$ cat config.mk
export PLATFORM = sky130hd
export DESIGN_NAME = mc_ctrl_flat
export DESIGN_NICKNAME = d
export VERILOG_FILES = /design/src/rtl/mc_ctrl_if.sv /design/src/rtl/mc_ctrl.sv /design/src/flat_wrapper.sv
export SDC_FILE = /design/constraint.sdc
export NUM_CORES = 1
export LEC_CHECK = 0
export BUFFER_PORTS_ARGS = -buffer_cell sky130_fd_sc_hd__buf_2
export CORE_UTILIZATION = 39
export CTS_CLUSTER_DIAMETER = 150
export DETAILED_ROUTE_END_ITERATION = 6
export GPL_TIMING_DRIVEN = 0
export PLACE_DENSITY = 0.81
export SLEW_MARGIN = 20
export SYNTH_ARGS = -nofsm -noshare
export SYNTH_HDL_FRONTEND = slang
export SYNTH_SLANG_ARGS = --single-unit
$ cat constraint.sdc
create_clock -name clk -period 3.1 [get_ports clk]
set_input_delay 0 -clock clk [delete_from_list [all_inputs] [get_ports clk]]
set_output_delay 0 -clock clk [all_outputs]
set_load 0.02 [all_outputs]
$ cat src/rtl/mc_ctrl_if.sv
// Control <-> datapath/memory bundle for the multi-cycle MIPS-lite controller.
// master = controller side, slave = datapath/memory side.
interface mc_ctrl_if #(parameter int ST_W = 3);
  logic [31:0]     ir;
  logic            zero;
  logic            mem_ack;
  logic            mem_req;
  logic            mem_we;
  logic            ir_wr;
  logic            pc_wr;
  logic            rf_wr;
  logic [1:0]      npc_op;
  logic [1:0]      wr_sel;
  logic [1:0]      wd_sel;
  logic [1:0]      b_sel;
  logic            ext_op;
  logic [2:0]      alu_op;
  logic [ST_W-1:0] state;

  modport master (
    input  ir, zero, mem_ack,
    output mem_req, mem_we, ir_wr, pc_wr, rf_wr,
           npc_op, wr_sel, wd_sel, b_sel, ext_op, alu_op, state
  );

  modport slave (
    output ir, zero, mem_ack,
    input  mem_req, mem_we, ir_wr, pc_wr, rf_wr,
           npc_op, wr_sel, wd_sel, b_sel, ext_op, alu_op, state
  );
endinterface

$ cat src/rtl/mc_ctrl.sv
// Multi-cycle FETCH/DECODE/EXE/MEM/WB controller for the MIPS-lite datapath.
// Optional MC_CTRL_PERF_EN adds cycle and retired-instruction counters.
module mc_ctrl #(
  parameter int ST_W = 3
) (
  input  logic        clk,
  input  logic        reset,
  mc_ctrl_if.master   bus
`ifdef MC_CTRL_PERF_EN
  ,
  output logic [31:0] cyc_cnt,
  output logic [31:0] ins_cnt
`endif
);

  typedef enum logic [2:0] {
    S_FETCH  = 3'd0,
    S_DECODE = 3'd1,
    S_EXE    = 3'd2,
    S_MEM    = 3'd3,
    S_WB     = 3'd4
  } state_e;

  typedef enum logic [3:0] {
    I_NOP, I_ADDU, I_SUBU, I_JR, I_ORI, I_LUI, I_LW, I_SW, I_BEQ, I_J, I_JAL
  } instr_e;

  localparam logic [5:0] OP_RTYPE = 6'h00;
  localparam logic [5:0] OP_ORI   = 6'h0D;
  localparam logic [5:0] OP_LUI   = 6'h0F;
  localparam logic [5:0] OP_LW    = 6'h23;
  localparam logic [5:0] OP_SW    = 6'h2B;
  localparam logic [5:0] OP_BEQ   = 6'h04;
  localparam logic [5:0] OP_J     = 6'h02;
  localparam logic [5:0] OP_JAL   = 6'h03;
  localparam logic [5:0] FN_ADDU  = 6'h21;
  localparam logic [5:0] FN_SUBU  = 6'h23;
  localparam logic [5:0] FN_JR    = 6'h08;

  state_e      state_q, state_d;
  instr_e      cls;
  logic [5:0]  op, fn;
  logic        unused_ir;

  logic        req_c, we_c, irw_c, pcw_c, rfw_c;
  logic [1:0]  npc_c, wr_c, wd_c, b_c;
  logic        ext_c;
  logic [2:0]  alu_c;

  assign op        = bus.ir[31:26];
  assign fn        = bus.ir[5:0];
  assign unused_ir = ^bus.ir[25:6];

  // Instruction class; anything not listed retires as a nop.
  always_comb begin
    cls = I_NOP;
    case (op)
      OP_RTYPE: begin
        case (fn)
          FN_ADDU: cls = I_ADDU;
          FN_SUBU: cls = I_SUBU;
          FN_JR:   cls = I_JR;
          default: cls = I_NOP;
        endcase
      end
      OP_ORI:  cls = I_ORI;
      OP_LUI:  cls = I_LUI;
      OP_LW:   cls = I_LW;
      OP_SW:   cls = I_SW;
      OP_BEQ:  cls = I_BEQ;
      OP_J:    cls = I_J;
      OP_JAL:  cls = I_JAL;
      default: cls = I_NOP;
    endcase
  end

  // Selects follow IR from DECODE on, so they stay stable for the whole
  // instruction; in FETCH (and hence in reset) IR is stale and they are 0.
  always_comb begin
    npc_c = 2'd0;
    wr_c  = 2'd0;
    wd_c  = 2'd0;
    b_c   = 2'd0;
    ext_c = 1'b0;
    alu_c = 3'd0;
    if (state_q != S_FETCH) begin
      case (cls)
        I_ADDU: begin wr_c = 2'd1; alu_c = 3'd0; end
        I_SUBU: begin wr_c = 2'd1; alu_c = 3'd1; end
        I_ORI:  begin b_c = 2'd1; ext_c = 1'b0; alu_c = 3'd2; end
        I_LUI:  begin b_c = 2'd1; alu_c = 3'd3; end
        I_LW:   begin wd_c = 2'd1; b_c = 2'd1; ext_c = 1'b1; end
        I_SW:   begin b_c = 2'd1; ext_c = 1'b1; end
        I_BEQ:  begin npc_c = bus.zero ? 2'd1 : 2'd0; alu_c = 3'd1; end
        I_J:    npc_c = 2'd2;
        I_JAL:  begin npc_c = 2'd2; wr_c = 2'd2; wd_c = 2'd2; end
        I_JR:   npc_c = 2'd3;
        default: ;
      endcase
    end
  end

  always_ff @(posedge clk or negedge reset) begin
    if (!reset) state_q <= S_FETCH;
    else        state_q <= state_d;
  end

  always_comb begin
    state_d = state_q;
    req_c   = 1'b0;
    we_c    = 1'b0;
    irw_c   = 1'b0;
    pcw_c   = 1'b0;
    rfw_c   = 1'b0;
    case (state_q)
      S_FETCH: begin
        req_c = 1'b1;
        if (bus.mem_ack) begin
          irw_c   = 1'b1;
          state_d = S_DECODE;
        end
      end
      S_DECODE: state_d = S_EXE;
      S_EXE: begin
        case (cls)
          I_ADDU, I_SUBU, I_ORI, I_LUI: state_d = S_WB;
          I_LW, I_SW:                   state_d = S_MEM;
          I_JAL: begin
            pcw_c   = 1'b1;
            rfw_c   = 1'b1;
            state_d = S_FETCH;
          end
          default: begin
            pcw_c   = 1'b1;
            state_d = S_FETCH;
          end
        endcase
      end
      S_MEM: begin
        req_c = 1'b1;
        we_c  = (cls == I_SW);
        if (bus.mem_ack) begin
          if (cls == I_SW) begin
            pcw_c   = 1'b1;
            state_d = S_FETCH;
          end else begin
            state_d = S_WB;
          end
        end
      end
      S_WB: begin
        rfw_c   = 1'b1;
        pcw_c   = 1'b1;
        state_d = S_FETCH;
      end
      default: state_d = S_FETCH;
    endcase
  end

  // Enables are qualified by reset so an abort never leaks a Mealy write.
  assign bus.mem_req = req_c;
  assign bus.mem_we  = we_c;
  assign bus.ir_wr   = irw_c & reset;
  assign bus.pc_wr   = pcw_c & reset;
  assign bus.rf_wr   = rfw_c & reset;
  assign bus.npc_op  = npc_c;
  assign bus.wr_sel  = wr_c;
  assign bus.wd_sel  = wd_c;
  assign bus.b_sel   = b_c;
  assign bus.ext_op  = ext_c;
  assign bus.alu_op  = alu_c;
  assign bus.state   = ST_W'(state_q);

`ifdef MC_CTRL_PERF_EN
  logic [31:0] cyc_q, ins_q;

  always_ff @(posedge clk or negedge reset) begin
    if (!reset) begin
      cyc_q <= 32'd0;
      ins_q <= 32'd0;
    end else begin
      cyc_q <= cyc_q + 32'd1;
      ins_q <= ins_q + {31'd0, bus.pc_wr};
    end
  end

  assign cyc_cnt = cyc_q;
  assign ins_cnt = ins_q;
`endif

endmodule

$ cat src/flat_wrapper.sv
// flat-port wrapper written by rule: the top's interface ports become plain ports
module mc_ctrl_flat 
#(
  parameter int ST_W = 3
)
  (clk, reset, bus_ir, bus_zero, bus_mem_ack, bus_mem_req, bus_mem_we, bus_ir_wr, bus_pc_wr, bus_rf_wr, bus_npc_op, bus_wr_sel, bus_wd_sel, bus_b_sel, bus_ext_op, bus_alu_op, bus_state);
  mc_ctrl_if #(.ST_W(ST_W)) bus_i ();
  input  logic clk;
  input  logic reset;
  input wire logic [$bits(bus_i.ir)-1:0] bus_ir;
  input wire logic [$bits(bus_i.zero)-1:0] bus_zero;
  input wire logic [$bits(bus_i.mem_ack)-1:0] bus_mem_ack;
  output wire logic [$bits(bus_i.mem_req)-1:0] bus_mem_req;
  output wire logic [$bits(bus_i.mem_we)-1:0] bus_mem_we;
  output wire logic [$bits(bus_i.ir_wr)-1:0] bus_ir_wr;
  output wire logic [$bits(bus_i.pc_wr)-1:0] bus_pc_wr;
  output wire logic [$bits(bus_i.rf_wr)-1:0] bus_rf_wr;
  output wire logic [$bits(bus_i.npc_op)-1:0] bus_npc_op;
  output wire logic [$bits(bus_i.wr_sel)-1:0] bus_wr_sel;
  output wire logic [$bits(bus_i.wd_sel)-1:0] bus_wd_sel;
  output wire logic [$bits(bus_i.b_sel)-1:0] bus_b_sel;
  output wire logic [$bits(bus_i.ext_op)-1:0] bus_ext_op;
  output wire logic [$bits(bus_i.alu_op)-1:0] bus_alu_op;
  output wire logic [$bits(bus_i.state)-1:0] bus_state;
  assign bus_i.ir = bus_ir;
  assign bus_i.zero = bus_zero;
  assign bus_i.mem_ack = bus_mem_ack;
  assign bus_mem_req = bus_i.mem_req;
  assign bus_mem_we = bus_i.mem_we;
  assign bus_ir_wr = bus_i.ir_wr;
  assign bus_pc_wr = bus_i.pc_wr;
  assign bus_rf_wr = bus_i.rf_wr;
  assign bus_npc_op = bus_i.npc_op;
  assign bus_wr_sel = bus_i.wr_sel;
  assign bus_wd_sel = bus_i.wd_sel;
  assign bus_b_sel = bus_i.b_sel;
  assign bus_ext_op = bus_i.ext_op;
  assign bus_alu_op = bus_i.alu_op;
  assign bus_state = bus_i.state;
  mc_ctrl #(.ST_W(ST_W)) u_core (.clk(clk), .reset(reset), .bus(bus_i));
endmodule
# Word-level counts from Yosys, hierarchy flattened
# Cells that the tools add are included.
[totals]
in_bits = 36
word_cells = 72
regBits = 3
[op_classes]
n_bitwise = 3
muxes = 30
eq_ne = 26
n_reduce_logical = 12
[op_table]
columns = ["op", "n"]
rows = [
  ["$pmux 4 s8", 1],
  ["$eq 6x6->1 const B", 4],
  ["$eq 6x4->1 const B", 3],
  ["$pmux 2 s3", 3],
  ["$eq 4x3->1 const B", 4],
  ["$eq 4x4->1 const B", 3],
  ["$eq 6x2->1 const B", 2],
  ["$mux 1", 12],
  ["$mux 3", 4],
  ["$pmux 3 s4", 1],
  ["$reduce_or 2->1", 5],
  ["$eq 4x2->1 const B", 2],
  ["$mux 2", 4],
  ["$pmux 2 s2", 2],
  ["$reduce_or 4->1", 2],
  ["$eq 3x2->1 const B", 2],
  ["$eq 6x3->1 const B", 1],
  ["$logic_not 6->1", 1],
  ["$pmux 3 s2", 1],
  ["$reduce_or 6->1", 1],
  ["$eq 4x1->1 const B", 1],
  ["$ne 2x2->1 const B", 2],
  ["$and 1x1->1", 3],
  ["$eq 3x1->1 const B", 1],
  ["6 further kinds", 6],
]

# Depth between registers and ports, before layout
# Gate-level depths: netlist of the first run.
[logic_depth]
depth_word = 8
mapped_depth = 6
depth_no_buf = 5

# Worst setup path before layout of the first run
# OpenSTA, ideal clock, no wires.
[synth_timing]
path_kind = "flip-flop to output port"
from = "register u_core.state_q[0], in the netlist u_core.bus.state[0]"
to = "output port bus_wd_sel[0]"
required_time_ns = 3.100
setup_slack_ns = 1.179
path_buffers = 1
path_stages_with_launch = 6
arrival_time_ns = 1.921
path_cell_list = "dfrtp_1 clkbuf_1 nor3_2 nor2_1 and2_1 nor2b_1"
[synth_between]
elab_chain_cells = 2
[synth_rtl]
columns = ["element", "line_no", "text"]
rows = [
  ["from (decl)", "mc_ctrl.sv:40", "state_e state_q, state_d;"],
  ["from (signal assigned)", "mc_ctrl.sv:105", "else state_q <= state_d;"],
  ["$reduce_bool 3->1", "mc_ctrl.sv:86", "if (state_q != S_FETCH) begin"],
  ["$mux 2", "mc_ctrl.sv:86", ""],
  ["to (decl)", "flat_wrapper.sv:20", "output wire logic [$bits(bus_i.wd_sel)-1:0] bus_wd_sel;"],
]
# Every way passes these cells.

# Worst setup path in the final report of the first run
[layout_timing]
from = "register u_core.state_q[1], in the netlist u_core.bus.state[1]"
to = "output port bus_pc_wr"
[layout_between]
elab_chain_cells = 3
word_cells_on_any_way = 5
classes_between = "eq/ne (3); mux (1); bitwise (1)"
[layout_rtl]
columns = ["element", "line_no", "text"]
rows = [
  ["$eq 3x3->1 or $eq 3x2->1 (tied branches)", "mc_ctrl.sv:115", "case (state_q)"],
  ["$pmux 1 s3 *", "mc_ctrl.sv:115", ""],
  ["$and 1x1->1 *", "mc_ctrl.sv:164", "assign bus.pc_wr = pcw_c & reset;"],
  ["to (decl)", "flat_wrapper.sv:16", "output wire logic [$bits(bus_i.pc_wr)-1:0] bus_pc_wr;"],
]
# Every way passes the cells marked *; elsewhere a longest branch is shown, timed or not.

==> reports/metrics.yaml, run 1 <==
synth_warnings: 0
dp_cells: 139
hp-class: "in -> reg"
cp_max_fo: 9
clkSinkCount: 3
final_cells: 144
ys_async_sr_fraction_pct: 100
tns_ns: 0
die_w_um: 41.3
timing.slew.headroom_pct: 66.9
maxSlewViolCount: 0
cts_setup_buffers: 0
area_growth_pct: 36.3
hold_viol: 0
clockRootBuffer: "clkbuf_4"
port_buffers: 32
postRouteWirelength_um: 1760
synth_seq_cells: 3
clk_latency_ns: 0.24
fin_hold_ws_ns: 0.0875
antenna_left: 0
fmax_mhz: 521
num_vias: 818
antenna_found_initial: 0
min_period_ns: 1.92
num_rows: 13
fill_cells: 128
place_ws_ns: 1.46
setup_viol: 0
grt_max_degree: 11
clk_path_buf_depth: 2
layout_setup_ws_ns: 1.18
grt-ovfl-total: 0
drive_gt1_share_pct: 33.3
coreArea_um2: 1370
ys_seq_area_share_pct: 12.4
grt_pass1_vias: 671
drt_first_pass_iters: 4
p_leak_nw: 0.439
track_usage_pct: 22.6
largest_reg_flops: 3
routedWlPerCell_um: 12.2
required_ns: 3.10
worstSetupEndpointType: "output port"
dieArea_um2: 1710
finalClockSkew_ns: 0.000920
synth_edf_count: 0
cts_tree: "yes"
ir_drop_uv: 344
cap_viol_max_count: 0
synth_top_flop_cell: "dfrtp_1"
fp.dieH_um: 41.3
finalCritPeriodShare_pct: 62.0
drt_drc_violations_left: 0
yosysUniqueCellTypes: 39
h-tree-depth: 1
crit_arrival_ns: 1.92
clk_pin_slew_ns: 0.04
critPathKind: "reg -> out"
synth.avg_cell_area_um2: 6.63
rsz0062_at_grt: "false"
vias_per_cell: 5.68
gp_congestion: 0.806
synth.cell_area_um2: 603
antenna-diode-count: 0
p_per_area_nw_per_um2: 493
hpwl_um: 1380
start_util_pct: 44.1
outcome: "finished, final reports clean"
grt_pass1_wl_um: 2680
worst_pin_slew_ns: 0.493
drt-initial-drc-count: 31
fin_nets: 166
cts_buffers: 3
synthCells: 91
critPathLaunchType: "register"
ios: 56
==> cells in the final DEF (no fill, tap or decap), types with 2 or more instances in the layout <==
cell type / count
nand2_1: 10
and3b_1: 4
o21ai_1: 3
inv_1: 4
and3_1: 2
nand3_1: 3
buf_4: 2
buf_2: 35
and4b_1: 3
nor3_1: 5
clkbuf_1: 2
dfrtp_1: 3
clkbuf_4: 3
nor2b_1: 3
a21oi_1: 4
nor3b_1: 3
conb_1: 2
nor2_1: 14
o21ai_0: 2
==> cell usage after synthesis (2+ instances only) <==
| cell | number | area share, % |
|---|---|---|
| nor3b_1 | 3 | 3.7 |
| nor3_1 | 5 | 4.1 |
| dfrtp_1 | 3 | 12 |
| nor2b_1 | 3 | 3.1 |
| and3b_1 | 4 | 5.8 |
| and4b_1 | 3 | 5.0 |
| buf_4 | 2 | 2.5 |
| o21ai_1 | 3 | 2.5 |
| nor2_1 | 14 | 8.7 |
| o21ai_0 | 2 | 1.7 |
| a21oi_1 | 4 | 3.3 |
| inv_1 | 4 | 2.5 |
| nand2_1 | 10 | 6.2 |
| and3_1 | 2 | 2.1 |
| buf_2 | 3 | 2.5 |
| nand3_1 | 3 | 2.5 |
==> power by group <==
group	switching (mW)	internal, mW
Combinational	0.178	0.0913
Clock	0.0223	0.0484
Sequential	0.0104	0.0543
==> through the flow <==
step                      area [µm²]  utilization [%]  total power [mW]
after floorplan                  607                -             0.252
after global routing             822             60.2             0.439
final                            822             60.2             0.405
after CTS                        822             60.2             0.407
after detailed placement         786             57.5             0.330
after global placement           786             57.5             0.322
==> what timing repair did <==
item | in CTS | in global routing
endpoints found under the hold margin | 3 | 0
hold buffers | 1 | 0
endpoints found under the setup margin | 0 | 0
resized for setup | 0 | 0
==> path summary, 6_finish.rpt <==
kind                                                  from                              end  slack [ns]  cells past startpoint
setup / recovery           u_core.bus.state[1]$_DFFE_PN0P_                        bus_pc_wr        1.18                      6
hold / removal                                 bus_mem_ack  u_core.bus.state[0]$_DFFE_PN0P_        0.09                      4
setup reg to reg           u_core.bus.state[1]$_DFFE_PN0P_  u_core.bus.state[2]$_DFFE_PN0P_        1.80                      4
hold reg to reg            u_core.bus.state[2]$_DFFE_PN0P_  u_core.bus.state[0]$_DFFE_PN0P_        0.58                      1
max in group asynchronous                            reset  u_core.bus.state[0]$_DFFE_PN0P_        2.86                      2
min in group asynchronous                            reset  u_core.bus.state[1]$_DFFE_PN0P_        0.12                      2
==> cells by family after synthesis <==
family	count (synthesis)	synth area share [%]
XOR/XNOR	1	1.45
AO/OA/AOI/OAI	21	24.3
AND/OR/NAND/NOR	55	53.1
flip-flops	3	12.4
other	1	0.622
buffers and inverters	10	8.09
==> metal layers <==
layer	track usage (%)	wire, µm	vias up
met2	39.1	850	47
met1	28.5	725	359
met5	0	0	-
met4	4.84	32	0
li1	-	-	408
met3	4.79	146	4
==> cell type report <==
type | instances | area [µm²] | area share, %
Clock buffer | 4 | 26.3 | 3.20
Tap cell | 15 | 18.8 | 2.28
Sequential cell | 3 | 75.1 | 9.13
Multi-Input combinational cell | 79 | 483 | 58.8
Inverter | 4 | 15.0 | 1.83
Buffer | 6 | 33.8 | 4.11
Timing Repair Buffer | 33 | 170 | 20.7
==> critical path, stage by stage, from the launching register on <==
cell and delay, ns:
dfrtp_1 0.33, buf_2 0.20, nor2b_1 0.31, nand3_1 0.18
o31ai_1 0.32, o21a_1 0.18, buf_2 0.16
(Power assumes the default switching activity.)
==> inputs of run 2 (changes only) <==
Settings changed: CORE_UTILIZATION 39 to 36, PLACE_DENSITY 0.81 to 0.76.
Clock period 3.1 ns to 1.8 ns, I/O delays scaled along.
==> run 2 against run 1 <==
Effect of this change: core utilization fell by 4.3 points; via count fell by 2.0%; final cell count rose by 1.4%; clock-buffer cell count did not move; setup slack got worse by 1.1 ns; largest cell class unchanged; largest power group unchanged; highest routed layer unchanged.
==> reports/metrics.yaml, run 2 (same netlist as run 1, synthesis figures left out) <==
outcome: "finished, final reports clean"
antenna_left: 0
r2r_slack_ns: 0.62
die_w_um: 42.9
vias_per_cell: 5.49
clk_pin_slew_ns: 0.04
antenna_found_initial: 0
critPathKind: "reg -> out"
share_clk_of_total_power_pct: 16.9
comb_power_share_pct: 63.6
drt_drc_violations_left: 0
min_period_ns: 1.71
fmax_mhz: 586
hpwl_um: 1300
reg2reg_to: "u_core.bus.state[2]$_DFFE_PN0P_"
area_growth_pct: 42.7
switchingPower_mw: 0.392
clk_path_buf_depth: 2
drt-initial-drc-count: 27
track_usage_pct: 17.9
tns_ns: 0
h-tree-depth: 1
clk_latency_ns: 0.25
dieArea_um2: 1840
gp_congestion: 0.860
layout_common_cells: "buf_2, nor2_1, nand2_1"
required_ns: 1.80
maxSlewViolCount: 0
cts_buffers: 3
rsz0062_at_grt: "false"
finalCritPeriodShare_pct: 94.8
sequentialPowerShare_pct: 19.5
timing.rr.start: "u_core.bus.state[1]$_DFFE_PN0P_"
fill_cells: 145
grt_pass1_wl_um: 2570
coreArea_um2: 1540
drt_first_pass_iters: 4
grt_pass1_vias: 618
slowest_delay_ns: 0.34
largest_reg_flops: 3
postRouteWirelength_um: 1730
reg2regPathDepth: 4
fin_hold_ws_ns: 0.0919
critPathLaunchType: "register"
ios: 56
p_int_mw: 0.386
ir_drop_uv: 550
cts_tree: "yes"
grt_max_degree: 11
p_leak_nw: 0.453
num_rows: 14
final_common_cell: "buf_2"
crit_arrival_ns: 1.71
port_buffers: 32
start_util_pct: 39.1
hp-class: "in -> async"
cap_viol_max_count: 0
hold_viol: 0
p_sw_share_pct: 50.4
fin_nets: 167
grt-ovfl-total: 0
finalClockSkew_ns: 0.00634
worstSetupEndpointType: "output port"
p_per_area_nw_per_um2: 905
fp.dieH_um: 42.9
setup_viol: 0
crit_path_top_delay_cell: "dfrtp_1"
clockRootBuffer: "clkbuf_4"
crit_chain: "clkbuf_4 > nor2b_4 > nand3_1 > o31ai_1 > o21a_1 > buf_2"
clkSinkCount: 3
num_vias: 802
cp_max_fo: 9
routedWlPerCell_um: 11.8
antenna-diode-count: 0
drive_gt1_share_pct: 37.7
-- run 2: how the worst max path moves through the flow --
stage                     slack (ns)                            start       endpoint  cells after the start
final                           0.09  u_core.bus.state[1]$_DFFE_PN0P_      bus_pc_wr                      6
after global routing           0.007  u_core.bus.state[1]$_DFFE_PN0P_      bus_pc_wr                      6
after CTS                       0.04  u_core.bus.state[1]$_DFFE_PN0P_      bus_pc_wr                      6
after detailed placement        0.14  u_core.bus.state[0]$_DFFE_PN0P_  bus_wd_sel[0]                      6
after global placement          0.21  u_core.bus.state[0]$_DFFE_PN0P_  bus_wd_sel[0]                      6
after floorplan                 0.06  u_core.bus.state[0]$_DFFE_PN0P_  bus_wd_sel[0]                      5
-- run 2: timing repair --
action | in CTS | in global routing
setup endpoints to repair | 3 | 3
buffers inserted | 0 | 2
hold endpoints to repair | 3 | 0
gates resized for setup | 2 | 2
pin swaps | 1 | 1
hold buffers | 1 | 0
cloned | 0 | 0
-- run 2: metal layers --
metal | part of all wire, % | wire length, µm | vias to the layer above | GRT usage, %
li1 | - | - | 412 | -
met2 | 49 | 846 | 38 | 31.2
met4 | 1.6 | 27 | 0 | 7.27
met5 | 0 | 0 | - | 0
met3 | 7.2 | 124 | 2 | 1.28
met1 | 42 | 731 | 350 | 22.5
-- run 2: layout make-up --
class | instances | area [µm²] | share of cell area (%)
multi-input combinational | 79 | 507 | 58.9
tap | 16 | 20.0 | 2.33
buffer | 5 | 32.5 | 3.78
sequential | 3 | 75.1 | 8.72
inverter | 4 | 15.0 | 1.74
clock buffer | 4 | 26.3 | 3.05
timing repair buffer | 35 | 185 | 21.5
-- run 2: per-stage QoR --
step           std cells  setup WS, ns  instance area (µm²)  power, mW  utilization, %
3_3_place_gp         140         0.211                  797      0.560            51.7
5_1_grt              146       0.00714                  861      0.829            55.8
2_1_floorplan         92        0.0584                  617      0.439               -
6_report             146        0.0933                  861      0.779            55.8
3_5_place_dp         140         0.143                  797      0.572            51.7
4_1_cts              145        0.0365                  842      0.723            54.6
-- run 2: power groups by stage --
stage | logic, mW | registers [mW] | clock network (mW)
floorplan | 0.296 | 0.143 | 0
global placement | 0.449 | 0.111 | 0
detailed placement | 0.458 | 0.114 | 0
CTS | 0.477 | 0.115 | 0.131
global route | 0.537 | 0.159 | 0.133
finish | 0.496 | 0.152 | 0.131
-- run 2: critical path: cells and delay by family, from the launching register on --
family	cells	cell delay, ns
and+or+nand+nor	2	0.32
DFF	1	0.34
AOI/OAI and AO/OA	2	0.42
buffers and inverters	2	0.36
